## src/rtl/fpu_pkg.sv

```systemverilog
// Shared FPU types and format constants for the operand converter and the adder.
package fpu_pkg;

    localparam int EXP_W       = 10;
    localparam int FRAC_W      = 21;
    localparam int BIAS_INT    = 511;
    localparam int BIAS_DELTA  = 384;
    localparam int EXP_SPECIAL = 1023;
    localparam logic [FRAC_W-1:0] QNAN_FRAC = 21'h100000;

    typedef enum logic [1:0] {
        EXACT     = 2'd0,
        INEXACT   = 2'd1,
        OVERFLOW  = 2'd2,
        UNDERFLOW = 2'd3
    } status_t;

    typedef enum logic [2:0] {
        CV_IDLE      = 3'd0,
        CV_CLASSIFY  = 3'd1,
        CV_NORMALIZE = 3'd2,
        CV_ROUND     = 3'd3,
        CV_OUTPUT    = 3'd4
    } cv_state_t;

endpackage

```

## src/rtl/fpu_rne_round.sv

```systemverilog
// Round-to-nearest-even of a normalised 24-bit mantissa down to the 21-bit internal fraction.
module fpu_rne_round
    import fpu_pkg::*;
(
    input  logic [23:0]       i_mant,
    input  logic [EXP_W-1:0]  i_exp,
    output logic [FRAC_W-1:0] o_frac,
    output logic [EXP_W-1:0]  o_exp,
    output logic              o_inexact
);

    logic        w_guard;
    logic        w_sticky;
    logic        w_inc;
    logic [22:0] w_sum;

    assign w_guard  = i_mant[1];
    assign w_sticky = i_mant[0];
    assign w_inc    = w_guard & (w_sticky | i_mant[2]);

    // Hidden bit is always 1 here, so a carry out of the fraction lands in w_sum[22].
    assign w_sum     = {1'b0, i_mant[23:2]} + {22'd0, w_inc};
    assign o_frac    = w_sum[FRAC_W-1:0];
    assign o_exp     = i_exp + {{(EXP_W-1){1'b0}}, w_sum[22]};
    assign o_inexact = w_guard | w_sticky;

endmodule

```

## src/rtl/fpu_operand_converter.sv

```systemverilog
// Converts an IEEE-754 single operand pair into the adder's internal format, one operand at a time.
module fpu_operand_converter
    import fpu_pkg::*;
(
    input  logic        clock_100Khz,
    input  logic        reset,
    input  logic        i_in_valid,
    output logic        o_in_ready,
    input  logic [31:0] i_ieee_a,
    input  logic [31:0] i_ieee_b,
    output logic        o_out_valid,
    input  logic        i_out_ready,
    output logic [31:0] o_op_a_out,
    output logic [31:0] o_op_b_out,
    output status_t     o_status_a,
    output status_t     o_status_b
);

    cv_state_t        r_state, w_state_next;
    logic             r_sel;
    logic [31:0]      r_ieee_a, r_ieee_b;
    logic [23:0]      r_mant;
    logic [EXP_W-1:0] r_exp;
    logic [31:0]      r_op_a, r_op_b;
    status_t          r_status_a, r_status_b;
    logic             r_out_valid;

    logic [31:0]       w_cur;
    logic              w_sgn;
    logic [7:0]        w_e;
    logic [22:0]       w_m;
    logic              w_zero, w_sub, w_spec, w_bypass;
    logic [FRAC_W-1:0] w_rnd_frac;
    logic [EXP_W-1:0]  w_rnd_exp;
    logic              w_rnd_inexact;
    logic              w_res_we;
    logic [31:0]       w_res;
    status_t           w_res_st;
    cv_state_t         w_after;

    assign w_cur    = r_sel ? r_ieee_b : r_ieee_a;
    assign w_sgn    = w_cur[31];
    assign w_e      = w_cur[30:23];
    assign w_m      = w_cur[22:0];
    assign w_zero   = (w_e == 8'd0) && (w_m == 23'd0);
    assign w_sub    = (w_e == 8'd0) && (w_m != 23'd0);
    assign w_spec   = (w_e == 8'hFF);
    assign w_bypass = w_zero | w_spec;
    assign w_after  = r_sel ? CV_OUTPUT : CV_CLASSIFY;

    fpu_rne_round u_round (
        .i_mant    (r_mant),
        .i_exp     (r_exp),
        .o_frac    (w_rnd_frac),
        .o_exp     (w_rnd_exp),
        .o_inexact (w_rnd_inexact)
    );

    always_comb begin
        w_res    = {r_sel ? r_ieee_b[31] : r_ieee_a[31], w_rnd_exp, w_rnd_frac};
        w_res_st = w_rnd_inexact ? INEXACT : EXACT;
        w_res_we = 1'b0;
        if (r_state == CV_CLASSIFY && w_bypass) begin
            w_res_we = 1'b1;
            if (w_zero) begin
                w_res    = {w_sgn, {EXP_W{1'b0}}, {FRAC_W{1'b0}}};
                w_res_st = EXACT;
            end else begin
                w_res    = {w_sgn, EXP_W'(EXP_SPECIAL), (w_m != 23'd0) ? QNAN_FRAC : {FRAC_W{1'b0}}};
                w_res_st = OVERFLOW;
            end
        end else if (r_state == CV_ROUND) begin
            w_res_we = 1'b1;
        end
    end

    always_comb begin
        w_state_next = r_state;
        case (r_state)
            CV_IDLE:      if (i_in_valid) w_state_next = CV_CLASSIFY;
            CV_CLASSIFY:  w_state_next = w_bypass ? w_after : (w_sub ? CV_NORMALIZE : CV_ROUND);
            CV_NORMALIZE: if (r_mant[23]) w_state_next = CV_ROUND;
            CV_ROUND:     w_state_next = w_after;
            CV_OUTPUT:    if (i_out_ready) w_state_next = CV_IDLE;
            default:      w_state_next = CV_IDLE;
        endcase
    end

    always_ff @(posedge clock_100Khz or negedge reset) begin
        if (!reset) r_state <= CV_IDLE;
        else        r_state <= w_state_next;
    end

    always_ff @(posedge clock_100Khz or negedge reset) begin
        if (!reset) begin
            r_sel       <= 1'b0;
            r_ieee_a    <= '0;
            r_ieee_b    <= '0;
            r_mant      <= '0;
            r_exp       <= '0;
            r_op_a      <= '0;
            r_op_b      <= '0;
            r_status_a  <= EXACT;
            r_status_b  <= EXACT;
            r_out_valid <= 1'b0;
        end else begin
            r_out_valid <= (w_state_next == CV_OUTPUT);
            if (r_state == CV_IDLE && i_in_valid) begin
                r_ieee_a <= i_ieee_a;
                r_ieee_b <= i_ieee_b;
                r_sel    <= 1'b0;
            end
            if (r_state == CV_CLASSIFY && !w_bypass) begin
                // Subnormals start at the minimum normal exponent and shift down from there.
                r_mant <= {~w_sub, w_m};
                r_exp  <= w_sub ? EXP_W'(BIAS_DELTA + 1) : ({2'b00, w_e} + EXP_W'(BIAS_DELTA));
            end
            if (r_state == CV_NORMALIZE && !r_mant[23]) begin
                r_mant <= {r_mant[22:0], 1'b0};
                r_exp  <= r_exp - 1'b1;
            end
            if (w_res_we) begin
                if (r_sel) begin
                    r_op_b     <= w_res;
                    r_status_b <= w_res_st;
                end else begin
                    r_op_a     <= w_res;
                    r_status_a <= w_res_st;
                    r_sel      <= 1'b1;
                end
            end
        end
    end

    assign o_in_ready  = (r_state == CV_IDLE);
    assign o_out_valid = r_out_valid;
    assign o_op_a_out  = r_op_a;
    assign o_op_b_out  = r_op_b;
    assign o_status_a  = r_status_a;
    assign o_status_b  = r_status_b;

endmodule

```

## config.mk

```make
export PLATFORM = sky130hd
export DESIGN_NAME = fpu_operand_converter
export DESIGN_NICKNAME = d
export VERILOG_FILES = /design/src/rtl/fpu_pkg.sv /design/src/rtl/fpu_rne_round.sv /design/src/rtl/fpu_operand_converter.sv
export SDC_FILE = /design/constraint.sdc
export NUM_CORES = 1
export LEC_CHECK = 0
export BUFFER_PORTS_ARGS = -buffer_cell sky130_fd_sc_hd__clkbuf_2
export CORE_ASPECT_RATIO = 0.8
export CORE_UTILIZATION = 45
export CTS_CLUSTER_SIZE = 10
export DETAILED_ROUTE_END_ITERATION = 10
export PLACE_DENSITY = 0.72
export SLEW_MARGIN = 5
export SYNTH_ARGS = -nofsm -noshare
export SYNTH_HDL_FRONTEND = slang
export SYNTH_SLANG_ARGS = --single-unit
```

## constraint.sdc

```tcl
create_clock -name clock_100Khz -period 3.5 [get_ports clock_100Khz]
set_input_delay 0 -clock clock_100Khz [delete_from_list [all_inputs] [get_ports clock_100Khz]]
set_output_delay 0 -clock clock_100Khz [all_outputs]
set_load 0.01 [all_outputs]
```

# Yosys cells after proc, flatten, opt, wreduce, memory -nomap -nowiden
# Cells that the tools add are included.
# op_classes
n_reduce_logical	15
bitwise	6
eq_ne	6
mux	25
n_addsub	4
# ops
cell	count
two-way mux 32 bit	2
two-way mux 24 bit	2
two-way mux 31 bit	1
two-way mux 10 bit	3
adder 22 x 1 -> 23 bit	1
zero test 23 bit	1
nonzero test 23 bit	1
two-way mux 21 bit	1
two-way mux 3 bit	5
case mux 3 bit (5 select lines)	1
adder 10 x 1 -> 10 bit	1
adder 8 x 9 -> 10 bit, second input constant	1
subtractor 10 x 1 -> 10 bit, second input constant	1
equality test 8 bit, second input constant	1
zero test 8 bit	1
two-way mux 1 bit	8
equality test 3 x 2 -> 1 bit, second input constant	2
equality test 3 bit, second input constant	2
logical AND 1 bit	6
two-way mux 2 bit	2
AND reduction 2 bit	2
equality test 3 x 1 -> 1 bit, second input constant	1
zero test 3 bit	1
OR 1 bit	3
other kinds (4)	6
# word_totals
output_inout_bits	70
register_bits	171

# Depth between registers and ports, before layout
# Gate-level depths: netlist of the first run.
# depth
depth_word	8
depth_mapped	11

# By module
# Synthesis of the first run repeated with hierarchy kept, for this count alone.
# unflattened
hier_cells	645
area_unflattened_um2	7892.6
# modules_own_cells
module	seq_area_each_um2	instances	area_each_um2	cells_per_inst
fpu_operand_converter	4279.1	1	7327.0	566
fpu_rne_round	0.0	1	565.5	79

# Worst setup path before layout of the first run
# No wires, ideal clock.
# synth_timing
path_kind	register to register
from	reg r_sel
to	reg r_exp[0]
arrival_time_ns	2.215
path_slack_ns	1.159
period_less_slack_ns	2.341
setup_ns	0.126
n_path_buf	2
path_stages_with_launch	9
required_time_ns	3.374
path_cell_list	dfrtp_1 > buf_4 > or4_1 > o22a_1 > a211oi_4 > o21ai_2 > buf_6 > and2_4 > a221o_1
# synth_between
elab_chain_cells	7
elab_cells_between_ends	15
cone_classes	add/sub (1); eq/ne (1); mux (4); bitwise (1); reduce/logical (8)
# synth_rtl
element	line	text
start, declared	fpu_operand_converter.sv:20	logic r_sel;
start signal, assigned	fpu_operand_converter.sv:96	r_sel <= 1'b0;
start signal, assigned	fpu_operand_converter.sv:111	r_sel <= 1'b0;
start signal, assigned	fpu_operand_converter.sv:129	r_sel <= 1'b1;
two-way mux 32 bit (*)	fpu_operand_converter.sv:41	assign w_cur = r_sel ? r_ieee_b : r_ieee_a;
branches (longest 6 deep; another with adder 8 x 9 -> 10 bit)	--	
end signal, assigned	fpu_operand_converter.sv:116	r_exp <= w_sub ? EXP_W'(BIAS_DELTA + 1) : ({2'b00, w_e} + EXP_W'(BIAS_DELTA));
end signal, assigned	fpu_operand_converter.sv:120	r_exp <= r_exp - 1'b1;
end, declared	fpu_operand_converter.sv:23	logic [EXP_W-1:0] r_exp;
# Mark *: on every way between the ends. The select of a mux whose other input is x is not followed.
# A chain may end at the register's enable or synchronous reset.

# Worst setup path after layout of the first run
# layout_timing
from	reg r_sel
to	reg r_op_b[4], in the netlist o_op_b_out[4]
# layout_between
elab_chain_cells	7
elab_cells_between_ends	11
cone_classes	eq/ne (1); mux (4); bitwise (1); reduce/logical (5)
# layout_rtl
element	line	text
two-way mux 32 bit	fpu_operand_converter.sv:41	
zero test 23 bit or zero test 8 bit (tied branches)	fpu_operand_converter.sv:45	assign w_zero = (w_e == 8'd0) && (w_m == 23'd0);
logical AND 1 bit	fpu_operand_converter.sv:45	
OR 1 bit	fpu_operand_converter.sv:48	assign w_bypass = w_zero | w_spec;
logical AND 1 bit	fpu_operand_converter.sv:63	if (r_state == CV_CLASSIFY && w_bypass) begin
two-way mux 1 bit	fpu_operand_converter.sv:63	
AND reduction 2 bit (no line)	--	
end signal, assigned	fpu_operand_converter.sv:124	r_op_b <= w_res;
end, declared	fpu_operand_converter.sv:24	logic [31:0] r_op_a, r_op_b;
# Several ways; a longest one is shown, not always the timed one.

==> results of run 1 <==
==> layout make-up <==
type	instances	area [um^2]
fillers	1384	6750
flip-flops and latches	171	4280
multi-input cells	439	3360
repair buffers	220	1510
clock buffers	20	447
well taps	220	275
clock inverters	12	114
inverters	10	37.5
==> timing repair <==
item	in CTS	in global routing
hold buffers	67	0
endpoints found under the hold margin	107	0
setup endpoints to repair	0	0
==> state kept, by name, indices dropped and copies added (netlist names) <==
| signal | flops |
|---|---|
| r_exp | 10 |
| r_state | 3 |
| o_status_a | 2 |
| r_ieee_b | 32 |
| r_ieee_a | 32 |
| o_op_a_out | 32 |
| r_sel | 1 |
| o_op_b_out | 32 |
| o_out_valid | 1 |
| r_mant | 24 |
| o_status_b | 2 |
==> metrics by stage <==
stage / instances / power [W] / cell area [um^2]
floorplan: 657 / 0.00628 / 7820
global placement: 993 / 0.00749 / 8790
detailed placement: 993 / 0.00760 / 8790
CTS: 1092 / 0.00949 / 10000
global route: 1092 / 0.0101 / 10000
finish: 1092 / 0.00948 / 10000
==> cell families (layout without fill, tap and decap cells) <==
| group | Yosys count | in the layout |
|---|---|---|
| adders and majority gates | 4 | 4 |
| xor gates and xnor gates | 28 | 28 |
| DFF | 171 | 171 |
| and+or+nand+nor | 170 | 170 |
| buffers and inverters | 47 | 262 |
| AOI/OAI and AO/OA | 140 | 140 |
| muxes | 97 | 97 |
==> worst max path at each step <==
stage | startpoint | endpoint | slack, ps | cells after the start
2_1_floorplan | r_sel | r_exp[0] | 1160 | 8
3_3_place_gp | r_sel | o_op_b_out[3] | 710 | 7
3_5_place_dp | r_sel | o_op_b_out[4] | 690 | 7
4_1_cts | r_sel | o_op_b_out[4] | 650 | 7
5_1_grt | r_state[0] | o_op_b_out[4] | 490 | 6
6_report | r_sel | o_op_b_out[4] | 590 | 7
==> cell usage after synthesis (2+ instances only) <==
library cell  number
a221oi_1           3
xor2_1            10
nand3_1           15
clkbuf_1          26
buf_4              3
and3_1            10
buf_2              4
o41ai_1            2
a22oi_1            2
o21ai_0            9
nor2b_1            4
nor3_1             7
buf_1              3
dfrtp_1          171
nor4b_1            2
mux2i_1           28
a21oi_1           15
xnor2_1           18
a221o_1           25
ha_1               4
inv_1             10
nand2_1           33
o22ai_1           15
a32o_1             4
and4_1             2
o221a_2            5
and2_1             4
o32ai_1            2
a31oi_1            3
nor2_1            56
nor4_1            16
nand4_1           11
a22o_1            11
a211oi_1           6
mux2_2            69
o2bb2ai_1         29
or3_1              2
==> layer usage <==
metal	vias up	share of wire, %
li1	2887	-
met5	-	0
met1	3115	50
met3	16	6.2
met4	0	1.0
met2	237	43
==> critical path: stages, from the launching register on <==
cell	delay, ps
dfrtp_2	580
buf_4	350
nor4b_1	270
nand2_1	160
a211oi_4	460
a31oi_2	470
buf_4	330
o2bb2ai_1	130
==> power breakdown <==
| group | switching [W] | total [W] | internal (W) |
|---|---|---|---|
| clock network | 0.000810 | 0.00182 | 0.00101 |
| registers | 0.000992 | 0.00393 | 0.00293 |
| logic | 0.00189 | 0.00374 | 0.00185 |
| total | 0.00370 | 0.00948 | 0.00579 |
==> results.toml, run 1 <==
[floorplanning]
io_pins = 138
fp.dieW_um = 149
initial_utilization_pct = 46.7
die_h_um = 120
rows = 42
core_um2 = 16800
dieArea_um2 = 17900

[grt]
antenna_found_initial = 0
grt.busiest_layer = "met1"
grt_first_pass_wirelength_mm = 33.2
gr-usage-met1_pct = 38.2
grt_pass1_vias = 5936
grt_usage_pct = 24.4
grt_max_degree = 132
overflow = 0
use_met3_pct = 5.10
grtUsageMet2_pct = 34.2

[sta]
setup_viol = 0
max_freq_ghz = 0.344
worst_slack_ps = 591
slew_headroom_pct = 33.0
setup_tns_ps = 0
fin_hold_ws_ps = 56.9
post-route-min-period_ps = 2910
final_max_slew_viol_count = 0
finalHoldViolCount = 0
tightest_slew_ps = 1000
finalCritPeriodShare_pct = 83.1
skew_ps = 12.1
rsz0062_at_grt = "no"

[synthesis]
synthSimpleGateAreaFrac_pct = 10.9
netlist_instances = 657
synth_edf_count = 0
synth_top_family_by_area = "compound AO/OA/AOI/OAI gates"
syn_area_per_cell_um2 = 11.9
synth_fa_ha_area_share_pct = 0.640
synth_cell_types = 55
synth_area_leader_cell = "dfrtp_1"
synth_compound_area_share_pct = 14.5
synth_nets = 729
yosysWarnings = 0
synth.area.mux_share_pct = 13.5
synth_ff_type = "dfrtp_1"
ys_seq_area_share_pct = 54.7
synthArstFlopShare_pct = 100
synth_xor_area_share_pct = 3.14
synth_top_area_share_pct = 54.7
ys_ff_latch = 171
synth_area_um2 = 7820
yosys-top-cells-area = "dfrtp_1 55%, mux2_2 9.9%, mux2i_1 3.6%"

[clocking]
cts_resized = 0
htreeDepth = 4
clock_latency_ps = 430
cts_tree = "built"
cts_buffer_depth = 2
cts_sinks = 171
cts.clk_slew.worst_paths_ps = 70
cts_made_buffers = 17
postCtsSetupRepairBufs = 0
cts_root_buffer = "clkbuf_16"

[layout]
utilization_pct = 59.8
area_growth_pct = 28.1
diodes = 0
layout.cells.most_common_list = "170 x dfrtp_1, 136 x clkbuf_2, 69 x mux2_2"
nets = 931
layout-drive-gt1-share_pct = 31.1
final_common_cell = "dfrtp_1"

[run]
max_cap_violations = 0

[route]
viasPerCell = 5.73
wl_per_cell_um = 19.1
vias = 6255
routed_wl_mm = 20.8
dr.pass1.iters = 5
drt-initial-drc-count = 524
ant_nets = 0
drc = 0

[run_status]
status = "complete, no violations"

[worst_setup_path]
rr_endpoint = "o_op_b_out[4]"
end_kind = "flop"
worst_ep_arrival_time_ps = 3190
r2r_slack_ps = 590
path_max_fanout = 19
crit_type = "flop to flop"
required_ps = 3780
r2r_cells = 7
timing.rr.start = "r_sel"
worstSetupStartpointType = "flop"

[power]
p_leak_nw = 4.45
powerDensity_nw_per_um2 = 947
ir_drop_mv = 0.424

[place]
place_congestion = 0.907
place_worst_setup_slack_ps = 689
dp_hpwl_mm = 14.4
portBuffers = 137

[worst_hold_path]
hold_path.class = "input port to async pin"
(Power assumes the default switching activity.)
==> inputs of run 2 (changes only) <==
--- a/config.mk
+++ b/config.mk
@@ -5,12 +5,13 @@
 export SDC_FILE = /design/constraint.sdc
 export NUM_CORES = 1
 export LEC_CHECK = 0
+export ABC_AREA = 1
 export BUFFER_PORTS_ARGS = -buffer_cell sky130_fd_sc_hd__clkbuf_2
 export CORE_ASPECT_RATIO = 0.8
 export CORE_UTILIZATION = 45
 export CTS_CLUSTER_SIZE = 10
 export DETAILED_ROUTE_END_ITERATION = 10
-export PLACE_DENSITY = 0.72
+export PLACE_DENSITY = 0.75
 export SLEW_MARGIN = 5
 export SYNTH_ARGS = -nofsm -noshare
 export SYNTH_HDL_FRONTEND = slang
==> constraint.sdc (replaced) <==
create_clock -name clock_100Khz -period 2.65 [get_ports clock_100Khz]
set_input_delay 0 -clock clock_100Khz [delete_from_list [all_inputs] [get_ports clock_100Khz]]
set_output_delay 0 -clock clock_100Khz [all_outputs]
set_load 0.01 [all_outputs]
==> results.toml, run 2 <==
[synthesis]
synthArstFlopShare_pct = 100
netlist_instances = 1035
yosysMostFrequentCell = "nand2_1"
synth_area_leader_cell = "dfrtp_1"
syn_area_per_cell_um2 = 8.13
synth_edf_count = 0
synth_ff_type = "dfrtp_1"
synth_nets = 1107
ys_seq_area_share_pct = 50.8
synth_top_area_share_pct = 50.8
synthTopCellsByCount = "394 x nand2_1, 171 x dfrtp_1, 83 x nor2_1"
ys_ff_latch = 171
yosysWarnings = 0
synth_area_um2 = 8420
yosys-top-cells-area = "dfrtp_1 51%, nand2_1 18%, mux2_2 4.5%"
synth_cell_types = 32

[worst_setup_path]
cp_cell_sequence = "nand2_2 -> inv_2 -> ha_4 -> nand2_2 -> nor2_4 -> nand3_4 -> nor4_4 -> ha_2 -> nand2_2 -> nor2_4 -> nand3_2 -> nor2_2 -> nand3_1 -> xnor2_1 -> nand2_1 -> nand2_2 -> nand2_1 -> nand2_1"
critPathMaxStageDelay_ps = 400
path_max_fanout = 4
cpMaxStageDelayCell = "dfrtp_1"
crit_type = "flop to flop"
cpMostUsedCell = "nand2_2"
r2r_cells = 18
worstSetupStartpointType = "flop"
required_ps = 2970
worst_ep_arrival_time_ps = 2880
end_kind = "flop"

[layout]
nets = 1315
layout-drive-gt1-share_pct = 21.9
seq_area_um2 = 4280
nFillCells = 1560
design_area_um2 = 10800
diodes = 0
multi_input_area_um2 = 3650
stdcell_count = 1507
final_common_cell = "nand2_1"
layout.cells.most_common_list = "388 x nand2_1, 170 x dfrtp_1, 136 x clkbuf_2"
area_growth_pct = 28.5

[power]
powerDensity_nw_per_um2 = 1210
p_leak_nw = 5.63
ir_drop_mv = 0.721

[sta]
final_max_slew_viol_count = 0
slew_headroom_pct = 54.3
rsz0062_at_grt = "yes"
setup_viol = 0
post-route-min-period_ps = 2560
finalCritPeriodShare_pct = 96.5
tightest_slew_ps = 681
finalHoldViolCount = 0
skew_ps = 9.43
max_freq_ghz = 0.391

[run]
max_cap_violations = 0

[floorplanning]
io_pins = 138
initial_utilization_pct = 46.2
fp.dieW_um = 155
rows = 44
core_um2 = 18200
die_h_um = 124
dieArea_um2 = 19300

[grt]
antenna_found_initial = 0
grt_usage_pct = 25.3
grt_pass1_vias = 7433
grt_first_pass_wirelength_mm = 38.0
grt_max_degree = 62
overflow = 0

[clocking]
cts_root_buffer = "clkbuf_16"
cts.clk_slew.worst_paths_ps = 60
cts_tree = "built"
cts_sinks = 171
htreeDepth = 4
clock_latency_ps = 430
cts_made_buffers = 17
cts_buffer_depth = 2

[route]
ant_nets = 0
dr.pass1.iters = 5
wl_met3_mm = 1.48
routed.top_layer = "met4"
drc = 0
viasPerCell = 5.00
dr_wl_met2_mm = 10.6
vias = 7538
drt-met1-wl_mm = 10.6
routed_wl_mm = 23.2
drt-initial-drc-count = 636
wl_per_cell_um = 15.4

[place]
dp_hpwl_mm = 15.2
dp.cells = 1404
place_area_um2 = 9370
portBuffers = 137
place_congestion = 0.886

[run_status]
status = "complete, no violations"

[worst_hold_path]
hold_path.class = "input port to async pin"
-- run 2: cell types whose count changed in the layout (fill, tap and decap cells not counted), moves of 16 or more --
cell,before,now
a21oi_1,15,41
a221o_1,25,0
inv_1,10,72
mux2_2,69,34
mux2i_1,28,0
nand2_1,33,388
nand3_1,15,42
nor2_1,56,79
nor4_1,16,0
o21ai_0,9,36
o21ai_1,0,27
o2bb2ai_1,29,0
-- run 2: final cells by class --
cell class	count	share of cell area (%)
Tap cell	253	2.93
Sequential cell	171	39.6
Timing Repair Buffer	238	15.6
Multi-Input combinational cell	737	33.8
Inverter	78	2.81
Clock inverter	11	1.37
Clock buffer	19	4.00
-- run 2: report_power, final --
part | switching (W) | leakage, nW | internal (W)
clock network | 0.00105 | 0.283 | 0.00147
registers | 0.000822 | 2.07 | 0.00384
logic | 0.00367 | 3.27 | 0.00222
-- run 2: per-layer routing --
layer	GRT usage, %	vias up
met4	9.20	0
li1	-	3677
met1	35.8	3538
met5	0	-
met2	38.2	279
met3	5.25	44
-- run 2: metrics by stage --
step           worst slack [ps]  power (W)  hold WS [ps]  util, %  TNS (ps)
3_5_place_dp              -6.95     0.0102         -5.70     51.4     -11.4
3_3_place_gp                103     0.0100          2.73     51.4         0
4_1_cts                    16.6     0.0128           106     58.2         0
6_report                   93.0     0.0131          93.4     59.3         0
2_1_floorplan              65.1    0.00846          -296        -         0
5_1_grt                   -91.8     0.0141           130     59.3      -402
-- run 2: cell families (layout without fill, tap and decap cells) --
family                     count (synthesis)  after routing  synth area share, %
AOI/OAI and AO/OA                        110            110                 6.91
DFF                                      171            171                 50.8
muxes                                     34             34                 4.55
adders and majority gates                  4              4                0.595
xor gates and xnor gates                  28             28                 2.91
buffers and inverters                    127            346                 7.29
and+or+nand+nor                          561            561                 26.9
-- run 2: repair_timing --
action                                  CTS  global route
endpoints found under the hold margin   118             0
hold buffers                             66             0
pin swaps                                 0            17
buffers inserted                          0             7
resized for setup                         1            29
endpoints found under the setup margin    2            94
-- run 2: path summary, 6_finish.rpt --
kind	end	slack, ps	from
min reg2reg	o_op_b_out[8]	470	o_op_b_out[8]
max in group asynchronous	o_op_b_out[8]	1760	reset
max reg2reg	o_op_b_out[30]	90	r_mant[2]
min in group clock_100Khz	r_sel	130	i_in_valid
min	o_op_a_out[27]	90	reset
max	o_op_b_out[30]	90	r_mant[2]
-- run 2: critical path, delay by kind of cell (launching register included) --
family / cells / cell delay [ps]
xor gates and xnor gates: 1 / 140
DFF: 1 / 400
and+or+nand+nor: 14 / 1430
adders and majority gates: 2 / 390
buffers and inverters: 1 / 80
==> inputs of run 3 (changes only) <==
--- a/config.mk
+++ b/config.mk
@@ -8,11 +8,12 @@
 export ABC_AREA = 1
 export BUFFER_PORTS_ARGS = -buffer_cell sky130_fd_sc_hd__clkbuf_2
 export CORE_ASPECT_RATIO = 0.8
-export CORE_UTILIZATION = 45
+export CORE_UTILIZATION = 51
 export CTS_CLUSTER_SIZE = 10
 export DETAILED_ROUTE_END_ITERATION = 10
-export PLACE_DENSITY = 0.75
+export PLACE_DENSITY = 0.82
 export SLEW_MARGIN = 5
 export SYNTH_ARGS = -nofsm -noshare
 export SYNTH_HDL_FRONTEND = slang
+export SYNTH_HIERARCHICAL = 1
 export SYNTH_SLANG_ARGS = --single-unit
==> results.toml, run 3 <==
[sta]
max_freq_ghz = 0.379
worst_slack_ps = 11.2
setup_tns_ps = 0
setup_viol = 0
rsz0062_at_grt = "yes"
final_max_slew_viol_count = 0
post-route-min-period_ps = 2640
slew_headroom_pct = 50.8
tightest_slew_ps = 738
finalCritPeriodShare_pct = 99.6
finalHoldViolCount = 0
skew_ps = 9.80

[synthesis]
ys_seq_area_share_pct = 50.1
yosysMostFrequentCell = "nand2_1"
syn_area_per_cell_um2 = 8.18
synth_cell_types = 36
synth_edf_count = 0
yosysWarnings = 6
synth_ff_type = "dfrtp_1"
synthTopCellsByCount = "325 x nand2_1, 171 x dfrtp_1, 124 x nand3_1"
synth_area_leader_cell = "dfrtp_1"
ys_ff_latch = 171
netlist_instances = 1044
synth_area_um2 = 8540
yosys-top-cells-area = "dfrtp_1 50%, nand2_1 14%, nand3_1 7.3%"
synthArstFlopShare_pct = 100
synth_top_area_share_pct = 50.1
synth_nets = 1117

[worst_setup_path]
cp_num_buf_inv = 0
worst_ep_arrival_time_ps = 2970
cpMaxStageDelayCell = "dfrtp_1"
path_max_fanout = 3
path_delay_family = "simple AND/OR/NAND/NOR gates"
end_kind = "flop"
required_ps = 2980
crit_type = "flop to flop"
worstSetupStartpointType = "flop"
cp_cell_sequence = "o21a_1 -> ha_4 -> ha_4 -> nand2_2 -> nor2_2 -> nand2_2 -> nor2_2 -> nand3_1 -> nor2_2 -> ha_2 -> ha_4 -> nand2_4 -> nor2_4 -> nand3_2 -> nand2_2 -> nand2_1 -> nand2_1 -> nand2_2 -> nand2_1 -> nand2_1"
critPathMaxStageDelay_ps = 410

[layout]
layout.cells.most_common_list = "319 x nand2_1, 171 x dfrtp_1, 136 x clkbuf_2"
area_growth_pct = 27.7
nets = 1317
final_common_cell = "nand2_1"
design_area_um2 = 10900
layout-drive-gt1-share_pct = 22.2
stdcell_count = 1473
nFillCells = 1215

[floorplanning]
fp.dieW_um = 147
initial_utilization_pct = 53.2
dieArea_um2 = 17300
core_um2 = 16100
io_pins = 138
rows = 41
die_h_um = 118

[place]
dp.cells = 1367
place_area_um2 = 9490
place_congestion = 0.929
dp_hpwl_mm = 14.7
place_worst_setup_slack_ps = -21.6
portBuffers = 137

[route]
vias = 8054
wl_per_cell_um = 16.7
drc = 0
dr.pass1.iters = 7
drt-initial-drc-count = 591
routed_wl_mm = 24.7
viasPerCell = 5.47
ant_nets = 0

[clocking]
clock_latency_ps = 440
cts_root_buffer = "clkbuf_16"
cts_sinks = 171
htreeDepth = 4
cts_tree = "built"
cts_buffer_depth = 2
cts_made_buffers = 17
cts.clk_slew.worst_paths_ps = 70

[power]
fin_total_pwr_w = 0.0132
swShare_pct = 42.7
p_leak_nw = 5.63
switchingPower_w = 0.00564
ir_drop_mv = 0.623
internal_power_w = 0.00756
clockPowerShare_pct = 19.2
combPwrFrac_pct = 44.0
p_seq_share_pct = 36.8
powerDensity_nw_per_um2 = 1210

[grt]
grt_max_degree = 80
antenna_found_initial = 1
grt_usage_pct = 29.1
grt_pass1_vias = 7694
overflow = 0
grt_first_pass_wirelength_mm = 39.3

[run]
max_cap_violations = 0

[run_status]
status = "complete, no violations"

[worst_hold_path]
hold_path.class = "input port to async pin"
[run 3: logic make-up (layout without fill, tap and decap cells)]
logic type                 Yosys count  in the layout  share of synthesized area (%)
other                                0              1                              0
buffers and inverters              122            335                           6.41
and+or+nand+nor                    569            569                           28.7
AOI/OAI and AO/OA                  123            123                           7.42
adders and majority gates            5              5                          0.733
xor gates and xnor gates            19             19                           2.04
muxes                               35             35                           4.62
DFF                                171            171                           50.1
[run 3: metal layers]
layer / vias to the layer above / global-route usage [%] / part of all wire, %
li1: 3781 / - / -
met1: 3825 / 41.4 / 44
met2: 393 / 43.3 / 46
met3: 55 / 6.59 / 8.2
met4: 0 / 10.6 / 2.3
met5: - / 0 / 0
[run 3: through the flow]
stage,hold WS (ps),utilization (%)
after global routing,219,67.9
after global placement,85.3,59.1
after detailed placement,89.5,59.1
final,150,67.9
after CTS,205,67.0
after floorplan,-296,-
[run 3: final cells by class]
cell class,count,area [um^2],area share [%]
timing repair buffer,238,1700,15.6
clock inverter,12,138,1.26
inverter,65,244,2.24
tap,215,269,2.47
clock buffer,20,457,4.19
antenna,1,2.50,0.0229
multi-input combinational,751,3820,35.0
sequential,171,4280,39.2
[run 3: final timing paths]
check | slack, ps | startpoint | to | cells past startpoint
max | 10 | r_mant[2] | o_op_a_out[29] | 20
min | 150 | reset | o_op_b_out[9] | 2
max reg2reg | 10 | r_mant[2] | o_op_a_out[29] | 20
min reg2reg | 490 | r_ieee_b[31] | o_op_b_out[31] | 2
max in group asynchronous | 1650 | reset | r_mant[18] | 3
min in group clock_100Khz | 350 | i_ieee_a[3] | r_ieee_a[3] | 3
[run 3: timing repair]
action / CTS / global route
hold buffers: 67 / 0
gates cloned: 0 / 0
buffers inserted: 0 / 6
setup endpoints to repair: 2 / 10
pin swaps: 0 / 9
gates resized for setup: 1 / 21
endpoints found under the hold margin: 143 / 0
[run 3: power by group through the flow]
stage	combinational, W	clock (W)	sequential, W
after floorplan	0.00378	0	0.00474
after global placement	0.00527	0	0.00476
after detailed placement	0.00545	0	0.00482
after CTS	0.00561	0.00255	0.00479
after global routing	0.00648	0.00268	0.00499
final	0.00581	0.00253	0.00487
